### config.mk
export PLATFORM = sky130hd
export DESIGN_NAME = user_uart_tx_slave_flat
export DESIGN_NICKNAME = d
export VERILOG_FILES = /design/src/rtl/user_uart_pkg.sv /design/src/rtl/naive_bus.sv /design/src/rtl/user_uart_tx_slave_sync_fifo.sv /design/src/rtl/user_uart_tx_slave.sv /design/src/flat_wrapper.sv
export SDC_FILE = /design/constraint.sdc
export NUM_CORES = 1
export LEC_CHECK = 0
export ABC_AREA = 0
export CAP_MARGIN = 5
export CORE_UTILIZATION = 45
export CTS_CLUSTER_DIAMETER = 30
export CTS_CLUSTER_SIZE = 8
export DETAILED_ROUTE_END_ITERATION = 12
export GPL_TIMING_DRIVEN = 0
export PLACE_DENSITY = 0.7
export SLEW_MARGIN = 10
export SYNTH_ARGS = -nofsm -noshare
export SYNTH_HDL_FRONTEND = slang
export SYNTH_SLANG_ARGS = --single-unit
### constraint.sdc
create_clock -name clk -period 3.2 [get_ports clk]
set_clock_uncertainty 0.15 [all_clocks]
set_input_delay 0.64 -clock clk [delete_from_list [all_inputs] [get_ports clk]]
set_output_delay 0.64 -clock clk [all_outputs]
set_load 0.005 [all_outputs]
### src/rtl/user_uart_pkg.sv
// rtl/user_uart_pkg.sv - shared types and status-word layout for the user UART transmitter
package user_uart_pkg;

    typedef enum logic [1:0] {
        IDLE  = 2'd0,
        START = 2'd1,
        DATA  = 2'd2,
        STOP  = 2'd3
    } tx_state_t;

    localparam int ST_FULL    = 8;
    localparam int ST_EMPTY   = 9;
    localparam int ST_BUSY    = 10;
    localparam int ST_CNT_LSB = 16;
    localparam int ST_CNT_W   = 5;

endpackage

### src/rtl/naive_bus.sv
// rtl/naive_bus.sv - simple request/grant bus with separate read and write channels
interface naive_bus;

    logic        rd_req;
    logic        rd_gnt;
    logic [31:0] rd_addr;
    logic [31:0] rd_data;
    logic        wr_req;
    logic        wr_gnt;
    logic [31:0] wr_addr;
    logic [3:0]  wr_byte;
    logic [31:0] wr_data;

    modport master (
        output rd_req, rd_addr, wr_req, wr_addr, wr_byte, wr_data,
        input  rd_gnt, rd_data, wr_gnt
    );

    modport slave (
        input  rd_req, rd_addr, wr_req, wr_addr, wr_byte, wr_data,
        output rd_gnt, rd_data, wr_gnt
    );

endinterface

### src/rtl/user_uart_tx_slave_sync_fifo.sv
// rtl/user_uart_tx_slave_sync_fifo.sv - single-clock FIFO with registered read data
module sync_fifo #(
    parameter int WIDTH = 8,
    parameter int DEPTH = 16
) (
    input  logic                     clk,
    input  logic                     rst_n,
    input  logic                     i_push,
    input  logic [WIDTH-1:0]         i_wdata,
    input  logic                     i_pop,
    output logic [WIDTH-1:0]         o_rdata,
    output logic                     o_full,
    output logic                     o_empty,
    output logic [$clog2(DEPTH):0]   o_count
);

    localparam int AW = $clog2(DEPTH);
    localparam logic [AW:0] FULL_CNT = (AW+1)'(DEPTH);

    logic [WIDTH-1:0] r_mem [DEPTH];
    logic [AW-1:0]    r_wptr;
    logic [AW-1:0]    r_rptr;
    logic [AW:0]      r_count;
    logic [WIDTH-1:0] r_rdata;
    logic             w_do_push;
    logic             w_do_pop;

    assign o_full    = (r_count == FULL_CNT);
    assign o_empty   = (r_count == '0);
    assign o_count   = r_count;
    assign o_rdata   = r_rdata;
    assign w_do_push = i_push && !o_full;
    assign w_do_pop  = i_pop && !o_empty;

    always_ff @(posedge clk or negedge rst_n) begin
        if (!rst_n) begin
            r_wptr  <= '0;
            r_rptr  <= '0;
            r_count <= '0;
            r_rdata <= '0;
        end else begin
            if (w_do_push) begin
                r_wptr <= r_wptr + 1'b1;
            end
            if (w_do_pop) begin
                r_rdata <= r_mem[r_rptr];
                r_rptr  <= r_rptr + 1'b1;
            end
            case ({w_do_push, w_do_pop})
                2'b10:   r_count <= r_count + 1'b1;
                2'b01:   r_count <= r_count - 1'b1;
                default: r_count <= r_count;
            endcase
        end
    end

    // Storage is not reset; only the pointers define what is valid.
    always_ff @(posedge clk) begin
        if (w_do_push) begin
            r_mem[r_wptr] <= i_wdata;
        end
    end

endmodule

### src/rtl/user_uart_tx_slave.sv
// rtl/user_uart_tx_slave.sv - bus slave that queues bytes and sends them as 8N1 UART frames
module user_uart_tx_slave #(
    parameter int UART_TX_CLK_DIV = 434,
    parameter int FIFO_DEPTH      = 16
) (
    input  logic     clk,
    input  logic     rst_n,
    naive_bus.slave  bus,
    output logic     o_uart_tx
);

    import user_uart_pkg::*;

    localparam int BW = (UART_TX_CLK_DIV > 2) ? $clog2(UART_TX_CLK_DIV) : 1;
    localparam int CW = $clog2(FIFO_DEPTH) + 1;
    localparam logic [BW-1:0] BAUD_LOAD = BW'(UART_TX_CLK_DIV - 1);

    tx_state_t        r_state;
    logic [BW-1:0]    r_baud;
    logic [2:0]       r_bit_idx;
    logic [7:0]       r_shift;
    logic             r_tx;
    logic [31:0]      r_rd_data;

    logic             w_full;
    logic             w_empty;
    logic             w_push;
    logic             w_pop;
    logic             w_bit_end;
    logic [7:0]       w_fifo_rdata;
    logic [CW-1:0]    w_count;
    logic [31:0]      w_count_ext;
    logic [ST_CNT_W-1:0] w_cnt_field;
    logic [31:0]      w_status;
    logic             w_unused_bus;

    assign bus.wr_gnt = rst_n && bus.wr_req && !w_full;
    assign bus.rd_gnt = rst_n && bus.rd_req;
    assign bus.rd_data = r_rd_data;
    assign o_uart_tx  = r_tx;

    assign w_push    = bus.wr_gnt && bus.wr_byte[0];
    assign w_bit_end = (r_baud == '0);
    assign w_pop     = !w_empty && ((r_state == IDLE) || (r_state == STOP && w_bit_end));

    assign w_unused_bus = ^{bus.rd_addr, bus.wr_addr, bus.wr_data[31:8], bus.wr_byte[3:1]};

    sync_fifo #(
        .WIDTH (8),
        .DEPTH (FIFO_DEPTH)
    ) u_fifo (
        .clk     (clk),
        .rst_n   (rst_n),
        .i_push  (w_push),
        .i_wdata (bus.wr_data[7:0]),
        .i_pop   (w_pop),
        .o_rdata (w_fifo_rdata),
        .o_full  (w_full),
        .o_empty (w_empty),
        .o_count (w_count)
    );

    // Popped byte appears on the FIFO read port one cycle later, so it is
    // captured into the shift register when the start bit finishes.
    always_ff @(posedge clk or negedge rst_n) begin
        if (!rst_n) begin
            r_state   <= IDLE;
            r_baud    <= '0;
            r_bit_idx <= '0;
            r_shift   <= '0;
            r_tx      <= 1'b1;
        end else begin
            if (r_state != IDLE) begin
                r_baud <= w_bit_end ? BAUD_LOAD : r_baud - 1'b1;
            end
            case (r_state)
                IDLE: begin
                    if (!w_empty) begin
                        r_state <= START;
                        r_baud  <= BAUD_LOAD;
                        r_tx    <= 1'b0;
                    end
                end
                START: begin
                    if (w_bit_end) begin
                        r_state   <= DATA;
                        r_shift   <= w_fifo_rdata;
                        r_bit_idx <= '0;
                        r_tx      <= w_fifo_rdata[0];
                    end
                end
                DATA: begin
                    if (w_bit_end) begin
                        if (r_bit_idx == 3'd7) begin
                            r_state <= STOP;
                            r_tx    <= 1'b1;
                        end else begin
                            r_bit_idx <= r_bit_idx + 1'b1;
                            r_shift   <= {1'b0, r_shift[7:1]};
                            r_tx      <= r_shift[1];
                        end
                    end
                end
                STOP: begin
                    if (w_bit_end) begin
                        if (!w_empty) begin
                            r_state <= START;
                            r_tx    <= 1'b0;
                        end else begin
                            r_state <= IDLE;
                        end
                    end
                end
                default: begin
                    r_state <= IDLE;
                    r_tx    <= 1'b1;
                end
            endcase
        end
    end

    assign w_count_ext = 32'(w_count);
    assign w_cnt_field = (w_count_ext > 32'd31) ? 5'd31 : w_count_ext[ST_CNT_W-1:0];

    always_comb begin
        w_status = '0;
        w_status[ST_CNT_LSB +: ST_CNT_W] = w_cnt_field;
        w_status[ST_BUSY]  = (r_state != IDLE);
        w_status[ST_EMPTY] = w_empty;
        w_status[ST_FULL]  = w_full;
    end

    always_ff @(posedge clk or negedge rst_n) begin
        if (!rst_n) begin
            r_rd_data <= '0;
        end else if (bus.rd_gnt) begin
            r_rd_data <= w_status;
        end
    end

endmodule

### src/flat_wrapper.sv
// flat-port wrapper written by rule: the top's interface ports become plain ports
module user_uart_tx_slave_flat import user_uart_pkg::*;
#(
    parameter int UART_TX_CLK_DIV = 434,
    parameter int FIFO_DEPTH      = 16
)
  (clk, rst_n, o_uart_tx, bus_rd_req, bus_rd_addr, bus_wr_req, bus_wr_addr, bus_wr_byte, bus_wr_data, bus_rd_gnt, bus_rd_data, bus_wr_gnt);
  naive_bus bus_i ();
  input  logic clk;
  input  logic rst_n;
  output logic o_uart_tx;
  input wire logic [$bits(bus_i.rd_req)-1:0] bus_rd_req;
  input wire logic [$bits(bus_i.rd_addr)-1:0] bus_rd_addr;
  input wire logic [$bits(bus_i.wr_req)-1:0] bus_wr_req;
  input wire logic [$bits(bus_i.wr_addr)-1:0] bus_wr_addr;
  input wire logic [$bits(bus_i.wr_byte)-1:0] bus_wr_byte;
  input wire logic [$bits(bus_i.wr_data)-1:0] bus_wr_data;
  output wire logic [$bits(bus_i.rd_gnt)-1:0] bus_rd_gnt;
  output wire logic [$bits(bus_i.rd_data)-1:0] bus_rd_data;
  output wire logic [$bits(bus_i.wr_gnt)-1:0] bus_wr_gnt;
  assign bus_i.rd_req = bus_rd_req;
  assign bus_i.rd_addr = bus_rd_addr;
  assign bus_i.wr_req = bus_wr_req;
  assign bus_i.wr_addr = bus_wr_addr;
  assign bus_i.wr_byte = bus_wr_byte;
  assign bus_i.wr_data = bus_wr_data;
  assign bus_rd_gnt = bus_i.rd_gnt;
  assign bus_rd_data = bus_i.rd_data;
  assign bus_wr_gnt = bus_i.wr_gnt;
  user_uart_tx_slave #(.UART_TX_CLK_DIV(UART_TX_CLK_DIV), .FIFO_DEPTH(FIFO_DEPTH)) u_core (.clk(clk), .rst_n(rst_n), .bus(bus_i), .o_uart_tx(o_uart_tx));
endmodule
After elaboration in Yosys (flattened, before gate mapping)
Memory sizes are Yosys's and may differ from the RTL's. A register that Yosys moved wholly into a read port is not among the register bits.
Index checks and enable logic that the tools add are counted.
{ "classes": {"reduce_logical": 21, "magnitude_cmp": 1, "eq_ne": 13, "addsub": 6, "muxes": 29} }
{ "ops": {"columns": ["operator", "n"], "rows": [
  ["$mux W9", 4],
  ["$mux W8", 3],
  ["$pmux W8 S2", 1],
  ["$mux W2", 5],
  ["$pmux W5 S2", 1],
  ["$logic_not A9 Y1", 1],
  ["$mux W3", 3],
  ["$sub A9 B1 Y9 const B", 1],
  ["$add A4 B1 Y4 const B", 2],
  ["$logic_and A1 B1 Y1", 8],
  ["$mux W1", 8],
  ["$ne A2 B1 Y1 const B", 4],
  ["$pmux W2 S4", 1],
  ["$eq A2 B2 Y1 const B", 3],
  ["$pmux W3 S2", 1],
  ["$reduce_bool A2 Y1", 3],
  ["$add A5 B1 Y5 const B", 1],
  ["$eq A5 B5 Y1 const B", 1],
  ["$gt A5 B5 Y1 const B", 1],
  ["$logic_not A5 Y1", 1],
  ["$mux W5", 1],
  ["$reduce_and A5 Y1", 1],
  ["$sub A5 B1 Y5 const B", 1],
  ["$eq A2 B1 Y1 const B", 2],
  ["9 further kinds", 12]
]} }
{ "word_totals": {"word_cells": 80, "input_bits": 104, "ff_bits": 44, "ramBits": 128, "n_memories": 1} }
{ "mem_list": {"columns": ["name", "words", "width", "read_ports", "rd_ports_with_merged_regs", "write_ports", "line_no", "rtl"], "rows": [
  ["u_core.u_fifo.r_mem", 16, 8, 1, 1, 1, "user_uart_tx_slave_sync_fifo.sv:20", "logic [WIDTH-1:0] r_mem [DEPTH];"]
]} }

Depth between registers and ports, before layout
Gate-level depths: netlist of run 1.
{ "depth": {"ltp_word": 7, "depth_mapped": 13} }

Hierarchy
A second synthesis of run 1 with hierarchy kept.
{ "hier_totals": {"hier_cells": 497, "area_unflattened_um2": 7714.9} }
{ "modules_own_cells": {"columns": ["module", "area_each_um2", "cells_each", "instances", "seq_area_each_um2"], "rows": [
  ["sync_fifo", 5934.4, 316, 1, 4369.2],
  ["user_uart_tx_slave", 1780.5, 181, 1, 752.0]
]} }

Least setup slack after synthesis of run 1
OpenSTA, ideal clock, no wires.
{ "synth_path": {"path_type": "register to register", "from": "register u_core.r_baud[0]", "to": "register u_core.u_fifo.r_count[4] (netlist: u_core.u_fifo.o_count[4])", "arrival_ps": 2659, "setup_slack_ps": 266, "t_required_ps": 2925, "synth_period_minus_slack_ps": 2934, "path_stages_with_launch": 14, "path_cell_list": "dfrtp_1 -> inv_1 -> ha_1 -> nor4b_1 -> and3_1 -> o21a_1 -> buf_4 -> ha_1 -> fa_1 -> a21o_1 -> a21oi_1 -> xor2_1 -> nor2_1 -> xor2_1"} }
{ "synth_between": {"elab_chain_len": 7, "word_cells_on_any_way": 9, "classes_between": "2 x eq/ne; 1 x mux; 6 x reduce/logical"} }
{ "synth_rtl": {"columns": ["item", "line_no", "rtl"], "rows": [
  ["from (decl)", "user_uart_tx_slave.sv:19", "logic [BW-1:0] r_baud;"],
  ["from (signal assigned)", "user_uart_tx_slave.sv:74", "r_baud <= w_bit_end ? BAUD_LOAD : r_baud - 1'b1;"],
  ["$logic_not A9 Y1 *", "user_uart_tx_slave.sv:43", "assign w_bit_end = (r_baud == '0);"],
  ["$logic_and A1 B1 Y1 *", "user_uart_tx_slave.sv:44", "assign w_pop = !w_empty && ((r_state == IDLE) || (r_state == STOP && w_bit_end));"],
  ["$logic_or A1 B1 Y1 *", "user_uart_tx_slave.sv:44", null],
  ["$logic_and A1 B1 Y1 *", "user_uart_tx_slave.sv:44", null],
  ["$logic_and A1 B1 Y1 *", "user_uart_tx_slave_sync_fifo.sv:33", "assign w_do_pop = i_pop && !o_empty;"],
  ["named net u_core.u_fifo.w_do_pop", "user_uart_tx_slave_sync_fifo.sv:26", "logic w_do_pop;"],
  ["$eq A2 B1 Y1 / $eq A2 B2 Y1 (equally long branches)", "user_uart_tx_slave_sync_fifo.sv:49", "case ({w_do_push, w_do_pop})"],
  ["$pmux W5 S2 / $reduce_bool A2 Y1 (equally long branches)", null, null],
  ["to (signal assigned)", "user_uart_tx_slave_sync_fifo.sv:50", "2'b10: r_count <= r_count + 1'b1;"],
  ["to (signal assigned)", "user_uart_tx_slave_sync_fifo.sv:51", "2'b01: r_count <= r_count - 1'b1;"],
  ["to (signal assigned)", "user_uart_tx_slave_sync_fifo.sv:52", "default: r_count <= r_count;"],
  ["to (decl)", "user_uart_tx_slave_sync_fifo.sv:23", "logic [AW:0] r_count;"]
]} }
The timed path passes the listed nets; every way through them passes the cells marked *.
A chain may end at the register's enable or synchronous reset.

Worst setup path after layout of run 1
Ends and elaborated chain as after synthesis.

==> reports/summary.txt, run 1 <==
Status = complete, no violations
Most frequent cells in the layout = edfxtp_1, dfrtp_1, nand2_1
I/O pins = 139
Congestion Overflow GR = 0
First-pass GRT wire length = 23.3 mm
Post-synth top area cell = edfxtp_1
Number of remaining DRC errors = 0
Largest net degree at the start of global routing = 38
FILL cells = 1297
DR pass1 iterations = 4
Die Wd = 132 microns
Initial antenna violation count = 0
Drt total wl = 14.6 mm
Layout cells sized above 1 = 23.4%
Num CTS Buffers = 17
Async SR Flop Fraction = 28.5%
Relative slew margins = 51.9%
Primary FF master, synth = edfxtp_1
Area grow syn2layout = 17.2%
Final Cell Area = 8920 sq um
# rows = 47
Antenna-violating nets left = 0
Pre-CTS setup slack = -0.552 ns
CP startpoint kind = register
CTS tree = built
Slew @ Worst Pin = 0.719 ns
Total power = 7.56 mW
Ys Warns = 0
Worst EP arrival = 3.17 ns
Ant. Diodes = 0
Final hold vios = 0
Share of the synthesized area in the top cell type = 50.5%
Overall Global Routing Usage = 18.1%
Seq/Total Area, Yosys = 67.3%
Max FO, Critical Path = 10
Lkg Pwr = 3.32 nW
Area post-placement = 8220 sq um
Critical path class = register to register
Placed Instances = 734
CTS Buffer Depth = 2
Via count = 4123
RSZ-0062 raised after global routing = no
Min Clock Period, post-route = 3.01 ns
HP Class = input pin to async pin
Synth Instances = 467
Final setup viols = 0
CP required = 3.36 ns
Hold WS = 0.0253 ns
R2r startpoint = u_core.r_baud[0]
CTS sink cnt = 179
Vias per cell = 5.37
Worst Slack Setup Final = 0.187 ns
Initial DRC count = 296
Maximum vdd drop = 0.000475 V
Core area = 16500 sq um
Fmax = 0.332 GHz
Pins Over Slew Limit = 0
Number of synthesized register bits = 179
Final cycle utilization of the critical path = 94.1%
Vias in the first global route = 4213
Max-cap violations = 0
Port bufs = 23
H-tree depth = 4
Post-synth EDFFs = 128
PD cells = 847 nW/um^2
Placer Congestion = 0.779
DP HPWL = 9.68 mm
Critical Path Sink Type = register
Commonest non-fill, non-tap cell in the layout = edfxtp_1
Clk Latency, worst-skew pair = 0.43 ns
Cell Area, Synth = 7610 sq um
Die Area = 17400 sq um
Finished Layout Cells = 768
Root buf cell = clkbuf_16
Reg clk slew, reported paths = 0.07 ns
CP startpoint = u_core.r_baud[0]
Starting Density = 46.1%
Synth area leaders = edfxtp_1, dfrtp_1, mux4_2
WL per Instance = 19.1 microns
Distinct cells, synth = 47
Die span in y = 132 microns
Mean post-synth cell area = 16.3 sq um
Nets = 657
-- critical path: stages, from the launching register on --
cell	delay, ns
dfrtp_1	0.39
inv_1	0.06
ha_1	0.23
nor4b_2	0.18
and3_1	0.20
o21a_2	0.24
buf_6	0.17
ha_4	0.19
fa_2	0.35
a21o_1	0.20
a21oi_2	0.15
xor2_1	0.17
nor2_1	0.08
xor2_1	0.15
-- cell usage after synthesis, drive strengths merged (2+ instances only) --
cell	n
a21o	2
a21oi	12
a22o	2
a22oi	16
and2	14
and3	6
buf	35
clkbuf	7
dfrtp	50
edfxtp	128
ha	17
inv	9
mux2	17
mux2i	6
mux4	32
nand2	33
nand2b	4
nand4	2
nor2	8
nor2b	2
nor3	6
nor4	4
o21ai	26
or2	2
xnor2	7
xor2	4
-- report_power, final --
| group | total, mW | internal (mW) | leakage, nW | switching [mW] |
|---|---|---|---|---|
| registers | 3.04 | 2.78 | 1.78 | 0.260 |
| logic | 2.28 | 1.12 | 1.23 | 1.16 |
| clock network | 2.24 | 1.27 | 0.315 | 0.963 |
| total | 7.56 | 5.17 | 3.32 | 2.39 |
-- final cells by class --
cell class	instances	area, sq um	share of cell area, %
sequential	179	5120	57.4
timing repair buffer	26	265	2.97
inverter	9	33.8	0.379
clock buffer	17	425	4.77
tap	220	275	3.08
clock inverter	15	220	2.47
multi-input combinational	260	2310	25.9
buffer	42	270	3.03
-- state kept, by name, summed over array words and instances, names as in the netlist --
| name | count |
|---|---|
| u_core.bus.rd_data | 8 |
| u_core.o_uart_tx | 1 |
| u_core.r_baud | 9 |
| u_core.r_bit_idx | 3 |
| u_core.r_shift | 7 |
| u_core.r_state | 2 |
| u_core.u_fifo.o_count | 5 |
| u_core.u_fifo.o_rdata | 8 |
| u_core.u_fifo.r_mem | 128 |
| u_core.u_fifo.r_rptr | 4 |
| u_core.u_fifo.r_wptr | 4 |
-- per-stage QoR --
| stage | utilization [%] | setup TNS, ns |
|---|---|---|
| finish | 54.0 | 0 |
| global route | 54.0 | 0 |
| CTS | 53.8 | 0 |
| detailed placement | 49.7 | -12.71 |
| global placement | 49.6 | -234.50 |
| floorplan | - | 0 |
-- cells by family (layout without fill, tap and decap cells) --
logic type | after synthesis | after routing | synth area share (%)
muxes | 55 | 55 | 12.8
AOI/OAI and AO/OA | 65 | 65 | 5.28
and+or+nand+nor | 87 | 87 | 6.36
other | 1 | 24 | 0.0493
buffers and inverters | 51 | 109 | 3.94
DFF | 179 | 179 | 67.3
adders and majority gates | 18 | 18 | 3.06
xor gates and xnor gates | 11 | 11 | 1.27
-- worst paths after layout --
| check | to | slack, ns | depth (start not counted) |
|---|---|---|---|
| max in group asynchronous | u_core.r_shift[4] | 1.81 | 2 |
| hold reg to reg | u_core.bus.rd_data[10] | 0.34 | 2 |
| setup reg to reg | u_core.u_fifo.o_count[4] | 0.19 | 13 |
| setup / recovery | u_core.u_fifo.o_count[4] | 0.19 | 13 |
| hold / removal | u_core.o_uart_tx | 0.03 | 1 |
| min in group clk | u_core.bus.rd_data[10] | 0.34 | 2 |
-- timing repair --
item / in CTS / in global routing
hold buffers: 1 / 0
setup endpoints to repair: 2 / 2
setup buffers: 0 / 1
endpoints found under the hold margin: 15 / 0
pin swaps: 0 / 1
gates resized for setup: 4 / 5
-- per-layer routing --
metal / vias up / share of wire (%) / global-route usage (%)
met5: - / 0 / 0
met4: 0 / 1.8 / 7.56
met3: 19 / 4.1 / 4.27
met2: 125 / 52 / 30.1
met1: 2105 / 42 / 22.8
li1: 1874 / - / -
No activity file was read; power rests on OpenSTA's default activity.
==> run 2: changes to the inputs <==
CORE_MARGIN = 5   (was unset)
CTS_BUF_LIST = sky130_fd_sc_hd__clkbuf_8   (was unset)
==> run 2 against run 1 <==
Against the previous run:
- first-iteration DRC count is 13% lower
- largest power group unchanged
- maximum frequency is 0.89% lower
- worst setup slack worse by 0.027 ns
- critical path depth stayed put
- largest cell class unchanged
- cell area is 2.8% lower
- global-route usage is 3.1 points lower
- register-to-register slack worse by 0.03 ns
- non-clock buffer count is 2 higher
==> reports/summary.txt, run 2 (synthesis gave the netlist of run 1 again) <==
Nets = 659 (+0.30%)
CTS tree = built
Largest net degree at the start of global routing = 26 (-32%)
NetSw = 2.25 mW (-5.5%)
DP HPWL = 9.64 mm (-0.46%)
Final cycle utilization of the critical path = 95.0% (+0.84 points)
# rows = 47 (unchanged)
PD cells = 774 nW/um^2 (-8.6%)
CTS sink cnt = 179 (unchanged)
Post-CTS Setup Bufs = 0 (unchanged)
Comb power frac = 33.4% (+3.2 points)
Final core occ = 52.3% (-1.7 points)
R2r endpoint = u_core.u_fifo.o_count[4]
HP Class = input pin to async pin
Num CTS Buffers = 17 (unchanged)
Max-cap violations = 0 (unchanged)
DR pass1 iterations = 4 (unchanged)
Worst EP arrival = 3.22 ns (+0.05 ns)
Bufs and invs on worst path = 2 (unchanged)
Clock share of power = 21.4% (-8.2 points)
Die Wd = 140 microns (+6.1%)
Seq pwr share = 45.2% (+5.0 points)
Register-to-register path setup slack = 0.16 ns (-0.03 ns)
Root buf cell = clkbuf_8
Reg clk slew, reported paths = 0.10 ns (+0.03 ns)
Core area = 16600 sq um (+0.36%)
Vias in the first global route = 4278 (+1.5%)
Critical path class = register to register
Pins Over Slew Limit = 0 (unchanged)
Clk Latency, worst-skew pair = 0.45 ns (+0.02 ns)
Status = complete, no violations
Congestion Overflow GR = 0 (unchanged)
Most frequent CP cell = xor2_1
Switch share = 33.6% (+2.0 points)
Critical Path Max Stage Delay = 0.41 ns (+0.02 ns)
Fmax = 0.329 GHz (-0.89%)
CP startpoint kind = register
Die span in y = 140 microns (+6.1%)
Slew @ Worst Pin = 0.882 ns (+0.163 ns)
Top delay family on crit path = adder cells
Placed Instances = 734 (unchanged)
Max FO, Critical Path = 10 (unchanged)
Area post-placement = 8220 sq um (unchanged)
Die Area = 19600 sq um (+12%)
CTS Buffer Depth = 2 (unchanged)
Biggest registers after layout = u_core.u_fifo.r_mem: 128 flops, u_core.r_baud: 9 flops
R2r startpoint = u_core.r_baud[0]
Reg with most FFs = u_core.u_fifo.r_mem
Placer Congestion = 0.735 (-5.7%)
Total power = 6.72 mW (-11%)
Port bufs = 23 (unchanged)
Final setup viols = 0 (unchanged)
I/O pins = 139 (unchanged)
Starting Density = 45.9% (-0.16 points)
Overall Global Routing Usage = 15.0% (-3.1 points)
Commonest non-fill, non-tap cell in the layout = edfxtp_1
R2R cell count = 13 (unchanged)
Setup_tns = 0 ns (unchanged)
Slowest-stage cell, CP = dfrtp_1
Pre-CTS setup slack = -0.584 ns (-0.0320 ns)
Lkg Pwr = 3.20 nW (-3.5%)
Final hold vios = 0 (unchanged)
First-pass GRT wire length = 22.7 mm (-2.3%)
RSZ-0062 raised after global routing = no
Critical Path Sink Type = register
Ant. Diodes = 0 (unchanged)
WL per Instance = 18.4 microns (-3.3%)
Initial DRC count = 259 (-13%)
Relative slew margins = 41.0% (-11 points)
Hold WS = 0.0837 ns (+0.0585 ns)
Min Clock Period, post-route = 3.04 ns (+0.0270 ns)
Most frequent cells in the layout = edfxtp_1, dfrtp_1, nand2_1
Area grow syn2layout = 14.0%
Max reg flops = 128 (unchanged)
Antenna-violating nets left = 0 (unchanged)
Final Cell Area = 8680 sq um (-2.8%)
Initial antenna violation count = 0 (unchanged)
Layout cells sized above 1 = 23.3% (-0.085 points)
Cell Int Power = 4.46 mW (-14%)
Finished Layout Cells = 770 (+0.26%)
H-tree depth = 4 (unchanged)
Number of remaining DRC errors = 0 (unchanged)
Maximum vdd drop = 0.000427 V (-10%)
Via count = 4065 (-1.4%)
Vias per cell = 5.28 (-1.7%)
Crit path cell chain = inv_1, ha_1, nor4b_2, and3_1, o21a_2, buf_6, ha_2, fa_2, a21o_1, a21oi_1, xor2_1, nor2_1, xor2_1
Worst Slack Setup Final = 0.160 ns (-0.0270 ns)
CP required = 3.38 ns (+0.02 ns)
Drt total wl = 14.2 mm (-3.1%)
==> run 2: cell types whose count changed in the layout (fill, tap and decap cells not counted), moves of 2 or more <==
cell,previous run,this run
inv_6,4,6
dlygate4sd3_1,1,3
clkbuf_8,0,17
clkbuf_16,17,0
clkinv_8,3,1
bufinv_16,3,0
clkinv_4,1,3
==> run 2: layer usage <==
| layer | wire (microns) | share of wire, % | GRT usage [%] |
|---|---|---|---|
| met2 | 7360 | 52 | 25.2 |
| met3 | 754 | 5.3 | 3.24 |
| met1 | 5730 | 40 | 19.1 |
| met4 | 331 | 2.3 | 6.17 |
| met5 | 0 | 0 | 0 |
==> run 2: worst max path at each step <==
| stage | start | end | depth (start not counted) |
|---|---|---|---|
| 4_1_cts | u_core.r_baud[0] | u_core.u_fifo.o_count[4] | 13 |
| 3_3_place_gp | rst_n | u_core.u_fifo.o_count[4] | 13 |
| 6_report | u_core.r_baud[0] | u_core.u_fifo.o_count[4] | 13 |
| 3_5_place_dp | rst_n | u_core.u_fifo.o_count[4] | 14 |
| 2_1_floorplan | u_core.r_baud[0] | u_core.u_fifo.o_count[4] | 13 |
| 5_1_grt | u_core.r_baud[0] | u_core.u_fifo.o_count[4] | 13 |
==> run 2: final cells by class <==
cell class                 instances  area (sq um)
clock inverter                    15           140
tap                              220           275
clock buffer                      17           234
fill                            1367          7910
sequential                       179          5120
inverter                           9          33.8
buffer                            42           270
multi-input combinational        260          2300
timing repair buffer              28           298
==> run 2: power groups by stage <==
stage | Combinational [mW] | Sequential [mW] | Clock [mW]
after global routing | 2.47 | 3.08 | 1.58
after global placement | 2.16 | 3.05 | 0
after floorplan | 1.62 | 3.01 | 0
after detailed placement | 2.24 | 3.08 | 0
final | 2.24 | 3.04 | 1.44
after CTS | 2.26 | 3.04 | 1.48
==> run 2: tightest hold or removal path: cells and delay by family <==
kind	cells	cell delay [ns]
buf+inv	3	0.39
==> run 2: repair_timing <==
item,CTS,global route
hold buffers,4,0
cloned,0,0
resized for setup,5,3
hold endpoints to repair,19,0
setup endpoints to repair,1,1
==> run 3: changes to the inputs <==
CTS_CLUSTER_DIAMETER = unset   (was 30)
==> results of run 3 <==
Same layout as run 2: the final DEF is identical, and so are final timing and power.
